--- src/rtl/xga_timing_gen.sv ---
`default_nettype none
// ============================================================================
// Module   : xga_timing_gen
// Summary  : Raster timing generator (1024x768@60 default) with registered
//            position, blanking, sync, line/frame strobes and frame counter.
// Revision : 1.0 - initial release
// ============================================================================
module xga_timing_gen #(
  parameter int H_ACTIVE   = 1024,
  parameter int H_FP       = 24,
  parameter int H_SYNC     = 136,
  parameter int H_BP       = 160,
  parameter int V_ACTIVE   = 768,
  parameter int V_FP       = 3,
  parameter int V_SYNC     = 6,
  parameter int V_BP       = 29,
  parameter bit H_SYNC_POL = 1'b0,
  parameter bit V_SYNC_POL = 1'b0
) (
  input  logic        clk,
  input  logic        rst,
  input  logic        ce,
  output logic [10:0] pix_x,
  output logic [10:0] pix_y,
  output logic        video_active,
  output logic        hsync,
  output logic        vsync,
  output logic        line_start,
  output logic        frame_start,
  output logic [15:0] frame_count
);

  localparam int H_TOTAL = H_ACTIVE + H_FP + H_SYNC + H_BP;
  localparam int V_TOTAL = V_ACTIVE + V_FP + V_SYNC + V_BP;

  generate
    if (H_TOTAL > 2048) begin : g_h_total_chk
      $error("xga_timing_gen: H_TOTAL exceeds 2048");
    end
    if (V_TOTAL > 2048) begin : g_v_total_chk
      $error("xga_timing_gen: V_TOTAL exceeds 2048");
    end
  endgenerate

  // Comparisons are done 12 bits wide so a range end equal to 2048 still fits.
  localparam logic [10:0] H_LAST       = 11'(H_TOTAL - 1);
  localparam logic [10:0] V_LAST       = 11'(V_TOTAL - 1);
  localparam logic [11:0] H_ACT        = 12'(H_ACTIVE);
  localparam logic [11:0] V_ACT        = 12'(V_ACTIVE);
  localparam logic [11:0] H_SYNC_START = 12'(H_ACTIVE + H_FP);
  localparam logic [11:0] H_SYNC_END   = 12'(H_ACTIVE + H_FP + H_SYNC);
  localparam logic [11:0] V_SYNC_START = 12'(V_ACTIVE + V_FP);
  localparam logic [11:0] V_SYNC_END   = 12'(V_ACTIVE + V_FP + V_SYNC);

  logic [10:0] h_cnt_q, h_cnt_d;
  logic [10:0] v_cnt_q, v_cnt_d;
  logic [10:0] pix_x_q, pix_y_q;
  logic        video_active_q, video_active_d;
  logic        hsync_q, hsync_d;
  logic        vsync_q, vsync_d;
  logic        line_start_q, line_start_d;
  logic        frame_start_q, frame_start_d;
  logic [15:0] frame_count_q;
  logic [11:0] h_ext, v_ext;

  assign h_ext = {1'b0, h_cnt_q};
  assign v_ext = {1'b0, v_cnt_q};

  always_comb begin
    h_cnt_d = h_cnt_q;
    v_cnt_d = v_cnt_q;
    if (ce) begin
      if (h_cnt_q == H_LAST) begin
        h_cnt_d = '0;
        v_cnt_d = (v_cnt_q == V_LAST) ? '0 : v_cnt_q + 11'd1;
      end else begin
        h_cnt_d = h_cnt_q + 11'd1;
      end
    end
  end

  // A wrap is recognised by the shown position having been the last column
  // while the counter now reads zero; holding with ce=0 cannot re-trigger it.
  always_comb begin
    video_active_d = (h_ext < H_ACT) && (v_ext < V_ACT);
    hsync_d        = ((h_ext >= H_SYNC_START) && (h_ext < H_SYNC_END)) ? H_SYNC_POL : ~H_SYNC_POL;
    vsync_d        = ((v_ext >= V_SYNC_START) && (v_ext < V_SYNC_END)) ? V_SYNC_POL : ~V_SYNC_POL;
    line_start_d   = (h_cnt_q == 11'd0) && (pix_x_q == H_LAST);
    frame_start_d  = line_start_d && (v_cnt_q == 11'd0) && (pix_y_q == V_LAST);
  end

  always_ff @(posedge clk or posedge rst) begin
    if (rst) begin
      h_cnt_q        <= '0;
      v_cnt_q        <= '0;
      pix_x_q        <= '0;
      pix_y_q        <= '0;
      video_active_q <= 1'b0;
      hsync_q        <= ~H_SYNC_POL;
      vsync_q        <= ~V_SYNC_POL;
      line_start_q   <= 1'b0;
      frame_start_q  <= 1'b0;
      frame_count_q  <= '0;
    end else begin
      h_cnt_q        <= h_cnt_d;
      v_cnt_q        <= v_cnt_d;
      pix_x_q        <= h_cnt_q;
      pix_y_q        <= v_cnt_q;
      video_active_q <= video_active_d;
      hsync_q        <= hsync_d;
      vsync_q        <= vsync_d;
      line_start_q   <= line_start_d;
      frame_start_q  <= frame_start_d;
      frame_count_q  <= frame_count_q + {15'd0, frame_start_d};
    end
  end

  assign pix_x        = pix_x_q;
  assign pix_y        = pix_y_q;
  assign video_active = video_active_q;
  assign hsync        = hsync_q;
  assign vsync        = vsync_q;
  assign line_start   = line_start_q;
  assign frame_start  = frame_start_q;
  assign frame_count  = frame_count_q;

endmodule
`default_nettype wire
--- config.mk ---
export PLATFORM = sky130hd
export DESIGN_NAME = xga_timing_gen
export DESIGN_NICKNAME = d
export VERILOG_FILES = /design/src/rtl/xga_timing_gen.sv
export SDC_FILE = /design/constraint.sdc
export NUM_CORES = 1
export LEC_CHECK = 0
export BUFFER_PORTS_ARGS = -buffer_cell sky130_fd_sc_hd__buf_2
export CORE_MARGIN = 1.5
export CORE_UTILIZATION = 35
export DETAILED_ROUTE_END_ITERATION = 8
export HOLD_SLACK_MARGIN = 0.15
export MAX_ROUTING_LAYER = met4
export PLACE_DENSITY_LB_ADDON = 0.12
export SYNTH_ARGS = -nofsm -noshare
export SYNTH_HDL_FRONTEND = slang
export SYNTH_SLANG_ARGS = --single-unit
--- constraint.sdc ---
create_clock -name clk -period 3.85 [get_ports clk]
set_input_delay 0.385 -clock clk [delete_from_list [all_inputs] [get_ports clk]]
set_output_delay 0.385 -clock clk [all_outputs]
set_load 0.005 [all_outputs]
==> results of run 1 <==
-- power breakdown --
group	total, mW	leakage, nW	internal (mW)	switching, mW
clock	0.500	0.0850	0.232	0.268
combinational	0.110	0.635	0.0504	0.0593
sequential	0.796	0.843	0.736	0.0600
total	1.41	1.56	1.02	0.387
-- per-stage QoR --
step	utilization (%)	instance area [µm²]	hold WS [ns]	instances
2_1_floorplan	-	2750	0.352	241
3_3_place_gp	40.3	3090	0.428	383
3_5_place_dp	40.3	3090	0.436	383
4_1_cts	42.6	3260	0.305	399
5_1_grt	42.6	3260	0.340	399
6_report	42.6	3260	0.267	399
-- Yosys cell counts (all sizes together) (8+ instances only) --
cell type / n
inv: 8
dfrtp: 63
xnor2: 10
nor2: 15
nand3: 15
nand4: 8
o21ai: 8
xor2: 9
nand2: 19
-- routing by layer --
metal / routed length, µm / vias to the layer above / part of all wire (%)
met5: 0 / - / 0
met4: 132 / 0 / 2.2
met3: 255 / 11 / 4.3
met2: 2680 / 47 / 46
met1: 2810 / 990 / 48
li1: - / 980 / -
-- cell families after synthesis --
| group | after synthesis | synth area share (%) |
|---|---|---|
| multiplexers | 4 | 1.46 |
| buffers and inverters | 15 | 2.23 |
| adder cells (fa/ha/maj) | 7 | 3.19 |
| flip-flops | 65 | 59.3 |
| AO/OA/AOI/OAI | 30 | 7.47 |
| XOR/XNOR | 19 | 6.05 |
| AND/OR/NAND/NOR | 101 | 20.3 |
-- final timing paths --
| check | start | slack [ns] | to | depth (start not counted) |
|---|---|---|---|---|
| min in group clk | ce | 0.32 | h_cnt_q[0] | 2 |
| setup / recovery | h_cnt_q[7] | 0.67 | frame_count[14] | 10 |
| hold reg to reg | h_cnt_q[1] | 0.44 | pix_x[1] | 0 |
| setup reg to reg | h_cnt_q[7] | 0.67 | frame_count[14] | 10 |
| hold / removal | rst | 0.27 | frame_count[7] | 2 |
| max in group asynchronous | rst | 2.76 | video_active | 3 |
-- sequential cells by signal, indices dropped and copies added (netlist names) --
| signal | cells |
|---|---|
| frame_start | 1 |
| vsync | 1 |
| pix_x | 11 |
| pix_y | 11 |
| line_start | 1 |
| h_cnt_q | 11 |
| frame_count | 16 |
| hsync | 1 |
| v_cnt_q | 11 |
| video_active | 1 |
-- final cells by class --
type | instances | area (µm²) | share of cell area [%]
multi-input combinational | 161 | 1060 | 32.5
sequential | 65 | 1630 | 50.0
timing repair buffer | 47 | 240 | 7.38
tap | 102 | 128 | 3.92
clock buffer | 9 | 124 | 3.80
clock inverter | 7 | 47.5 | 1.46
inverter | 8 | 30.0 | 0.922
==> out/qor.json, run 1 <==
{
  "grt_usage_pct": 15.6,
  "dr_total_vias": 2028,
  "cts_buffer_depth": 2,
  "finalWorstSetupSlack_ns": 0.674,
  "clk_transition_reported_paths_ns": 0.08,
  "ys_ff_latch": 65,
  "synth_top_area_share_pct": 57.4,
  "synth_ff_type": "dfrtp_1",
  "setup-violations-final": 0,
  "ys.warnings.count": 0,
  "syn-mean-instance-area_um2": 11.4,
  "leakage_nw": 1.56,
  "die_width_um": 91.6,
  "timing_worst_slew_pin_value_ns": 0.964,
  "finalClockSkew_ns": 0.00832,
  "ant_nets": 0,
  "seq_total_area_yosys_pct": 59.3,
  "synth_top_area_cell": "dfrtp_1",
  "place.detailed.hpwl_um": 4130,
  "antenna_violations_before_repair": 0,
  "layout_min_cycle_time_ns": 3.18,
  "syn2layout_area_growth_pct": 18.5,
  "achievable-frequency_mhz": 315,
  "status": "finished clean",
  "wire_per_inst_um": 14.7,
  "number_of_iterations_in_the_first_detailed_routing_pass": 4,
  "antenna-diode-count": 0,
  "ys_async_sr_fraction_pct": 100,
  "busiest_layer": "met2",
  "number_of_hold_repair_buffers_added_at_the_cts_stage": 0,
  "pre_cts_ws_ns": 0.625,
  "worst_slew_margin_rel_pct": 35.6,
  "final_max_slew_viol_count": 0,
  "critical-path-top-cell-by-count": "ha_1",
  "crit_path_max_incr_delay_ns": 0.45,
  "drt_wl_total_um": 5870,
  "grt_start_max_net_pins": 48,
  "cts.sink_count": 65,
  "dr.first_iter.drc_count": 78,
  "numCtsBuffers": 9,
  "worst-endpoint-arrival_ns": 3.44,
  "place_congestion": 0.795,
  "mostFrequentLayoutCell": "dfrtp_1",
  "n_fill_cell": 750,
  "met2_track_utilization_from_global_routing_pct": 22.5,
  "setup_tns_ns": 0,
  "buffers_added_on_ports": 45,
  "vias_per_cell": 5.08,
  "rsz0062_at_grt": "no",
  "io_pins": 46,
  "clk_latency_ns": 0.34,
  "path_delay_family": "simple AND/OR/NAND/NOR gates",
  "dieArea_mm2": 0.00839,
  "grt_pass1_vias": 1961,
  "ir_drop_uv": 163,
  "cts_max_level": 3,
  "post_synth_inst_count": 241,
  "post_synth_main_area_contributors": "dfrtp_1, ha_1, xnor2_1, xor2_1, nand3_1",
  "cts_tree": "yes",
  "power-per-cell-area_mw_per_mm2": 432,
  "met3_usage_pct": 3.32,
  "critical-path-slowest-cell": "dfrtp_1",
  "yosys.cell_types.count": 44,
  "drv_cap": 0,
  "overall_power_after_layout_mw": 1.41,
  "worst_setup_path_start_kind": "flip-flop",
  "post_cts.resized_instances": 0,
  "post_route_cells_drive_above_1_share_pct": 23.9,
  "first_pass_grt_wire_length_um": 9720,
  "worst-setup-path-type": "flip-flop to flip-flop",
  "post-route-period-util_pct": 82.5,
  "syn_area_mm2": 0.00275,
  "synth_fp_nets": 251,
  "crit_chain": "or3_4, or3_2, nor4_1, and2_1, ha_1, ha_1, and3_1, nand4_1, nor2_1, xor2_1",
  "synth-edff-count": 0,
  "grt_remaining_overflow": 0,
  "crit_required_ns": 4.12,
  "num_rows": 32,
  "die_h_um": 91.6,
  "design.final.nets": 302,
  "worst_setup_path_end_kind": "flip-flop",
  "global_route.usage.met1_pct": 20.7,
  "core_mm2": 0.00765,
  "holdCritPathClass": "primary input to asynchronous set/reset pin",
  "path_buf_inv": 0,
  "layout_common_cells": "dfrtp_1, buf_2, nand2_1",
  "clockRootBuffer": "clkbuf_8",
  "drt_drc_violations_left": 0,
  "post_cts_buffers": 0,
  "crit_fanout": 7,
  "initial_core_util_pct": 35.9,
  "finalHoldViolCount": 0
}
(Power assumes the default switching activity.)
==> inputs of run 2 (changes only) <==
--- a/config.mk
+++ b/config.mk
@@ -5,6 +5,7 @@
 export SDC_FILE = /design/constraint.sdc
 export NUM_CORES = 1
 export LEC_CHECK = 0
+export ABC_AREA = 1
 export BUFFER_PORTS_ARGS = -buffer_cell sky130_fd_sc_hd__buf_2
 export CORE_MARGIN = 1.5
 export CORE_UTILIZATION = 35
==> constraint.sdc (replaced) <==
create_clock -name clk -period 3.25 [get_ports clk]
set_input_delay 0.325 -clock clk [delete_from_list [all_inputs] [get_ports clk]]
set_output_delay 0.325 -clock clk [all_outputs]
set_load 0.005 [all_outputs]
==> run 2 against run 1 <==
Global-route usage up 0.56 points. Clock-buffer cell count up 5. Utilization decreased by 0.13 points. Area after synthesis grew 6.1%. Sequential power up 20%. Via count rose by 13%. Worst hold slack better by 0.017 ns. First-iteration DRC count grew 64%. Largest power group unchanged.
==> out/qor.json, run 2 <==
{
  "path_delay_family": "simple AND/OR/NAND/NOR gates",
  "initial_core_util_pct": 35.8,
  "clk_transition_reported_paths_ns": 0.07,
  "drt_wl_total_um": 6250,
  "layout_min_cycle_time_ns": 2.49,
  "antenna-diode-count": 0,
  "crit_required_ns": 3.48,
  "buffers_added_on_ports": 45,
  "hold_depth": 2,
  "grt_pass1_vias": 2151,
  "layout_common_cells": "nand2_1, dfrtp_1, buf_2",
  "place.detailed.hpwl_um": 4610,
  "worst_setup_path_start_kind": "flip-flop",
  "worst-endpoint-arrival_ns": 2.72,
  "final_cell_area_mm2": 0.00345,
  "placedInstanceArea_mm2": 0.00324,
  "post_cts_buffers": 0,
  "worst-setup-path-type": "flip-flop to flip-flop",
  "cts_max_level": 3,
  "cell_depth_of_the_worst_flop_to_flop_path": 14,
  "status": "finished clean",
  "power-per-cell-area_mw_per_mm2": 528,
  "crit_fanout": 5,
  "post_route_cells_drive_above_1_share_pct": 17.8,
  "cts_buffer_depth": 2,
  "synth-edff-count": 0,
  "ys.warnings.count": 0,
  "largest_register_ffs": 16,
  "grt_usage_pct": 16.2,
  "dieArea_mm2": 0.00889,
  "worst_setup_path_end_kind": "flip-flop",
  "clk_latency_ns": 0.34,
  "finalHoldViolCount": 0,
  "post_synth_main_area_contributors": "dfrtp_1, nand2_1, inv_1, nor2_1, xor2_1",
  "die_width_um": 94.3,
  "setup.reg_to_reg.worst_slack_ns": 0.76,
  "worstHoldEndpoint": "h_cnt_q[1]",
  "drv_cap": 0,
  "ys_ff_latch": 65,
  "regToRegEndpoint": "frame_count[14]",
  "overall_power_after_layout_mw": 1.82,
  "setup-violations-final": 0,
  "final_max_slew_viol_count": 0,
  "crit_path_max_incr_delay_ns": 0.43,
  "mostFrequentLayoutCell": "nand2_1",
  "rsz0062_at_grt": "no",
  "setup_tns_ns": 0,
  "worst_slew_margin_rel_pct": 63.4,
  "vias_per_cell": 4.70,
  "io_pins": 46,
  "worst_r2r_startpoint": "h_cnt_q[10]",
  "number_of_iterations_in_the_first_detailed_routing_pass": 4,
  "design.final.nets": 388,
  "post-route-period-util_pct": 76.6,
  "syn2layout_area_growth_pct": 18.5,
  "netlist_top_cells_count": "nand2_1, dfrtp_1, inv_1, nor2_1, nand3_1",
  "critical-path-slowest-cell": "dfrtp_1",
  "finalClockSkew_ns": 0.00903,
  "pre_cts_ws_ns": 0.780,
  "seq_total_area_yosys_pct": 55.9,
  "syn_area_mm2": 0.00292,
  "ys_async_sr_fraction_pct": 100,
  "core_mm2": 0.00813,
  "dr_total_vias": 2292,
  "synth_ff_type": "dfrtp_1",
  "grt_start_max_net_pins": 44,
  "synth.most_common_cell": "nand2_1",
  "numCtsBuffers": 9,
  "first_pass_grt_wire_length_um": 10500,
  "cts.sink_count": 65,
  "post_synth_inst_count": 326,
  "finalWorstSetupSlack_ns": 0.759,
  "synth_top_area_cell": "dfrtp_1",
  "wire_per_inst_um": 12.8,
  "timing_worst_slew_pin_value_ns": 0.549,
  "die_h_um": 94.3,
  "path_buf_inv": 1,
  "antenna_violations_before_repair": 0,
  "crit_chain": "inv_1, nand4_1, nor2_1, nand3_1, nor2_1, ha_1, ha_1, nand3_1, nor2_1, nand2_1, nor2_1, nand2_1, nand2_1, nand2_1",
  "achievable-frequency_mhz": 401,
  "holdCritPathClass": "primary input to flip-flop",
  "synth_top_area_share_pct": 54.1,
  "synth_fp_nets": 336,
  "cts_tree": "yes",
  "drt_drc_violations_left": 0,
  "ir_drop_uv": 206,
  "place_congestion": 0.796,
  "ant_nets": 0,
  "leakage_nw": 1.75,
  "num_rows": 33,
  "yosys.cell_types.count": 24,
  "syn-mean-instance-area_um2": 8.94,
  "dr.first_iter.drc_count": 128,
  "worst_hold_slack_ns": 0.283,
  "critical_hold_path_startpoint": "ce",
  "grt_remaining_overflow": 0,
  "clockRootBuffer": "clkbuf_8"
}
==> run 2: cell count changes after synthesis, sizes merged, moves of 5 or more <==
| cell | change |
|---|---|
| o21ai | +5 |
| and3 | -7 |
| nor4 | -7 |
| xnor2 | -8 |
| a22o | -5 |
| nand2 | +56 |
| nand3 | +10 |
| xor2 | +7 |
| nor2 | +29 |
| inv | +35 |
| nand4 | +7 |
==> run 2: where the power goes <==
part / internal (mW) / switching (mW)
clock network: 0.398 / 0.300
registers: 0.879 / 0.0742
logic: 0.0708 / 0.103
==> run 2: layer usage <==
layer	GRT usage, %	part of all wire, %	up-vias
met2	23.9	46	52
met1	21.2	48	1089
met5	-	0	-
li1	-	-	1140
met3	3.07	4.2	11
met4	7.84	2.0	0
==> run 2: per-stage QoR <==
stage                     utilization, %  std cells
after detailed placement            39.9        471
after CTS                           42.5        488
after floorplan                        -        326
after global placement              39.9        471
final                               42.5        488
after global routing                42.5        488
==> run 2: final cells by class <==
cell class | instances | area [µm²]
inverter | 43 | 161
fill | 822 | 4680
clock inverter | 2 | 37.5
sequential | 65 | 1630
timing repair buffer | 47 | 243
tap | 105 | 131
clock buffer | 14 | 163
multi-input combinational | 212 | 1090
==> run 2: repair_timing <==
item	4_1_cts	5_1_grt
gates resized for setup	0	0
hold buffers	1	0
hold endpoints to repair	21	0
==> run 2: logic make-up (layout without fill, tap and decap cells) <==
group	count (synthesis)	count (layout)	synth area share, %
simple gates	171	171	26.1
buf+inv	49	106	6.78
xor+xnor	18	18	5.41
fa+ha+maj	7	7	3.00
flops	65	65	55.9
compound gates	16	16	2.83
==> run 2: worst max path at each step <==
stage	start	to	slack (ns)	cells past startpoint
finish	h_cnt_q[10]	frame_count[14]	0.76	14
global route	v_cnt_q[6]	frame_count[14]	0.49	16
CTS	h_cnt_q[10]	frame_count[14]	0.76	14
detailed placement	h_cnt_q[10]	frame_count[14]	0.78	14
global placement	h_cnt_q[10]	frame_count[14]	0.82	14
floorplan	h_cnt_q[7]	frame_count[14]	1.10	15
==> inputs of run 3 (changes only) <==
--- a/config.mk
+++ b/config.mk
@@ -5,7 +5,7 @@
 export SDC_FILE = /design/constraint.sdc
 export NUM_CORES = 1
 export LEC_CHECK = 0
-export ABC_AREA = 1
+export ABC_AREA = 0
 export BUFFER_PORTS_ARGS = -buffer_cell sky130_fd_sc_hd__buf_2
 export CORE_MARGIN = 1.5
 export CORE_UTILIZATION = 35
==> constraint.sdc (replaced) <==
create_clock -name clk -period 2.05 [get_ports clk]
set_input_delay 0.205 -clock clk [delete_from_list [all_inputs] [get_ports clk]]
set_output_delay 0.205 -clock clk [all_outputs]
set_load 0.005 [all_outputs]
==> run 3 against run 2 <==
Register-to-register slack lost 1.2 ns. Highest routed layer unchanged. Maximum frequency shrank 1.2%. Clock power grew 55%. Worst setup slack lost 1.2 ns. Largest power group unchanged. Critical path type unchanged. Die area shrank 5.5%. Worst hold slack lost 0.075 ns. The run now ends with setup timing left. Critical endpoint is now frame_count[10]. Largest cell class unchanged.
==> out/qor.json, run 3 (synthesized netlist as in run 1, its figures left out) <==
{
  "status": "finished, violations left",
  "violated_checks": "setup timing",
  "utilization_pct": 51.7,
  "achievable-frequency_mhz": 397,
  "place_congestion": 0.792,
  "crit_required_ns": 2.30,
  "drv_cap": 0,
  "setup_tns_ns": -4.68,
  "antenna-diode-count": 0,
  "cts_buffer_depth": 2,
  "antenna_violations_before_repair": 0,
  "p_switching_uw": 756,
  "drt_wl_total_um": 6520,
  "place.detailed.hpwl_um": 4790,
  "buffers_added_on_ports": 45,
  "num_rows": 32,
  "intPower_mw": 2.22,
  "worst_setup_path_start_kind": "flip-flop",
  "worst_setup_path_end_kind": "flip-flop",
  "dr.first_iter.drc_count": 113,
  "ir_drop_uv": 337,
  "crit_fanout": 4,
  "design.final.nets": 365,
  "syn2layout_area_growth_pct": 43.9,
  "mostFrequentLayoutCell": "dfrtp_1",
  "clkPwrFrac_pct": 36.4,
  "dr_total_vias": 2248,
  "cts.sink_count": 65,
  "timing_worst_slew_pin_value_ns": 0.500,
  "worst-endpoint-arrival_ns": 2.77,
  "die_width_um": 91.6,
  "worst_hold_slack_ns": 0.208,
  "crit_path_max_incr_delay_ns": 0.38,
  "die_h_um": 91.6,
  "leakage_nw": 1.94,
  "power-per-cell-area_mw_per_mm2": 752,
  "final_max_slew_viol_count": 0,
  "first_pass_grt_wire_length_um": 10700,
  "grt_start_max_net_pins": 26,
  "setup-violations-final": 15,
  "proportion_of_total_power_due_to_net_switching_pct": 25.4,
  "crit_chain": "or3_4, or3_4, nor4_4, and2_4, ha_4, ha_4, and3_4, nand4_1, nor2_1, xor2_1",
  "final_cell_count_no_fill": 462,
  "clockRootBuffer": "clkbuf_8",
  "drt_drc_violations_left": 0,
  "dpl.cell_count": 440,
  "finalHoldViolCount": 0,
  "cts_tree": "yes",
  "placedInstanceArea_mm2": 0.00356,
  "post_route_cells_drive_above_1_share_pct": 42.8,
  "finalWorstSetupSlack_ns": -0.470,
  "layout_common_cells": "dfrtp_1, buf_4, buf_2",
  "finalClockSkew_ns": 0.0107,
  "vias_per_cell": 4.87,
  "critical-path-slowest-cell": "dfrtp_1",
  "grt_remaining_overflow": 0,
  "clk_transition_reported_paths_ns": 0.08,
  "io_pins": 46,
  "cts_max_level": 3,
  "number_of_iterations_in_the_first_detailed_routing_pass": 4,
  "share_seq_of_total_power_pct": 48.4,
  "layout_min_cycle_time_ns": 2.52,
  "grt_pass1_vias": 2206,
  "clk_latency_ns": 0.33,
  "wire_per_inst_um": 14.1,
  "post-route-period-util_pct": 123,
  "path_buf_inv": 0,
  "dieArea_mm2": 0.00839,
  "pre_cts_ws_ns": -0.604,
  "holdCritPathClass": "primary input to flip-flop",
  "combinationalPowerShare_pct": 15.2,
  "worst-setup-path-type": "flip-flop to flip-flop",
  "core_mm2": 0.00765,
  "path_delay_family": "simple AND/OR/NAND/NOR gates",
  "worst_slew_margin_rel_pct": 66.6,
  "initial_core_util_pct": 35.9,
  "grt_usage_pct": 17.3,
  "ant_nets": 0,
  "numCtsBuffers": 9,
  "rsz0062_at_grt": "yes",
  "final_cell_area_mm2": 0.00396,
  "largest_register_ffs": 16,
  "overall_power_after_layout_mw": 2.98
}
==> run 3: metal layers <==
metal / wire (µm) / track usage, %
met5: 0 / -
met4: 81 / 7.42
met1: 3140 / 22.6
met3: 213 / 3.73
met2: 3080 / 25.9
==> run 3: cell type report <==
cell class | count | area (µm²)
well taps | 102 | 128
repair buffers | 110 | 772
clock inverters | 5 | 55.1
fillers | 699 | 3690
clock buffers | 11 | 141
inverters | 8 | 30.0
flip-flops and latches | 65 | 1630
multi-input cells | 161 | 1200
==> run 3: path summary, 6_finish.rpt <==
kind                                  from               to  slack, ns  cells after the start
min in group asynchronous              rst   frame_count[3]       0.44                      3
hold reg to reg            frame_count[15]  frame_count[15]       0.47                      1
setup reg to reg                h_cnt_q[9]  frame_count[10]      -0.47                     10
hold / removal                          ce       h_cnt_q[0]       0.21                      3
max in group asynchronous              rst            hsync       1.04                      4
setup / recovery                h_cnt_q[9]  frame_count[10]      -0.47                     10
==> run 3: what timing repair did <==
| action | CTS | global route |
|---|---|---|
| endpoints found under the hold margin | 18 | 0 |
| buffers inserted | 2 | 4 |
| hold buffers | 1 | 0 |
| gates cloned | 0 | 0 |
| pin swaps | 5 | 9 |
| gates resized for setup | 10 | 23 |
| endpoints found under the setup margin | 24 | 24 |
==> run 3: worst reg2reg max path: stages, from the launching register on <==
cell and delay (ns):
dfrtp_1 0.38, or3_4 0.38, or3_4 0.36, nor4_4 0.18, and2_4 0.20, ha_4 0.15
ha_4 0.13, and3_4 0.18, nand4_1 0.16, nor2_1 0.18, xor2_1 0.15
==> run 3: power by group through the flow <==
stage	clock, mW	sequential, mW	combinational, mW
finish	1.08	1.44	0.452
global route	1.18	1.46	0.505
CTS	1.12	1.44	0.452
detailed placement	0	1.46	0.443
global placement	0	1.46	0.443
floorplan	0	1.50	0.123
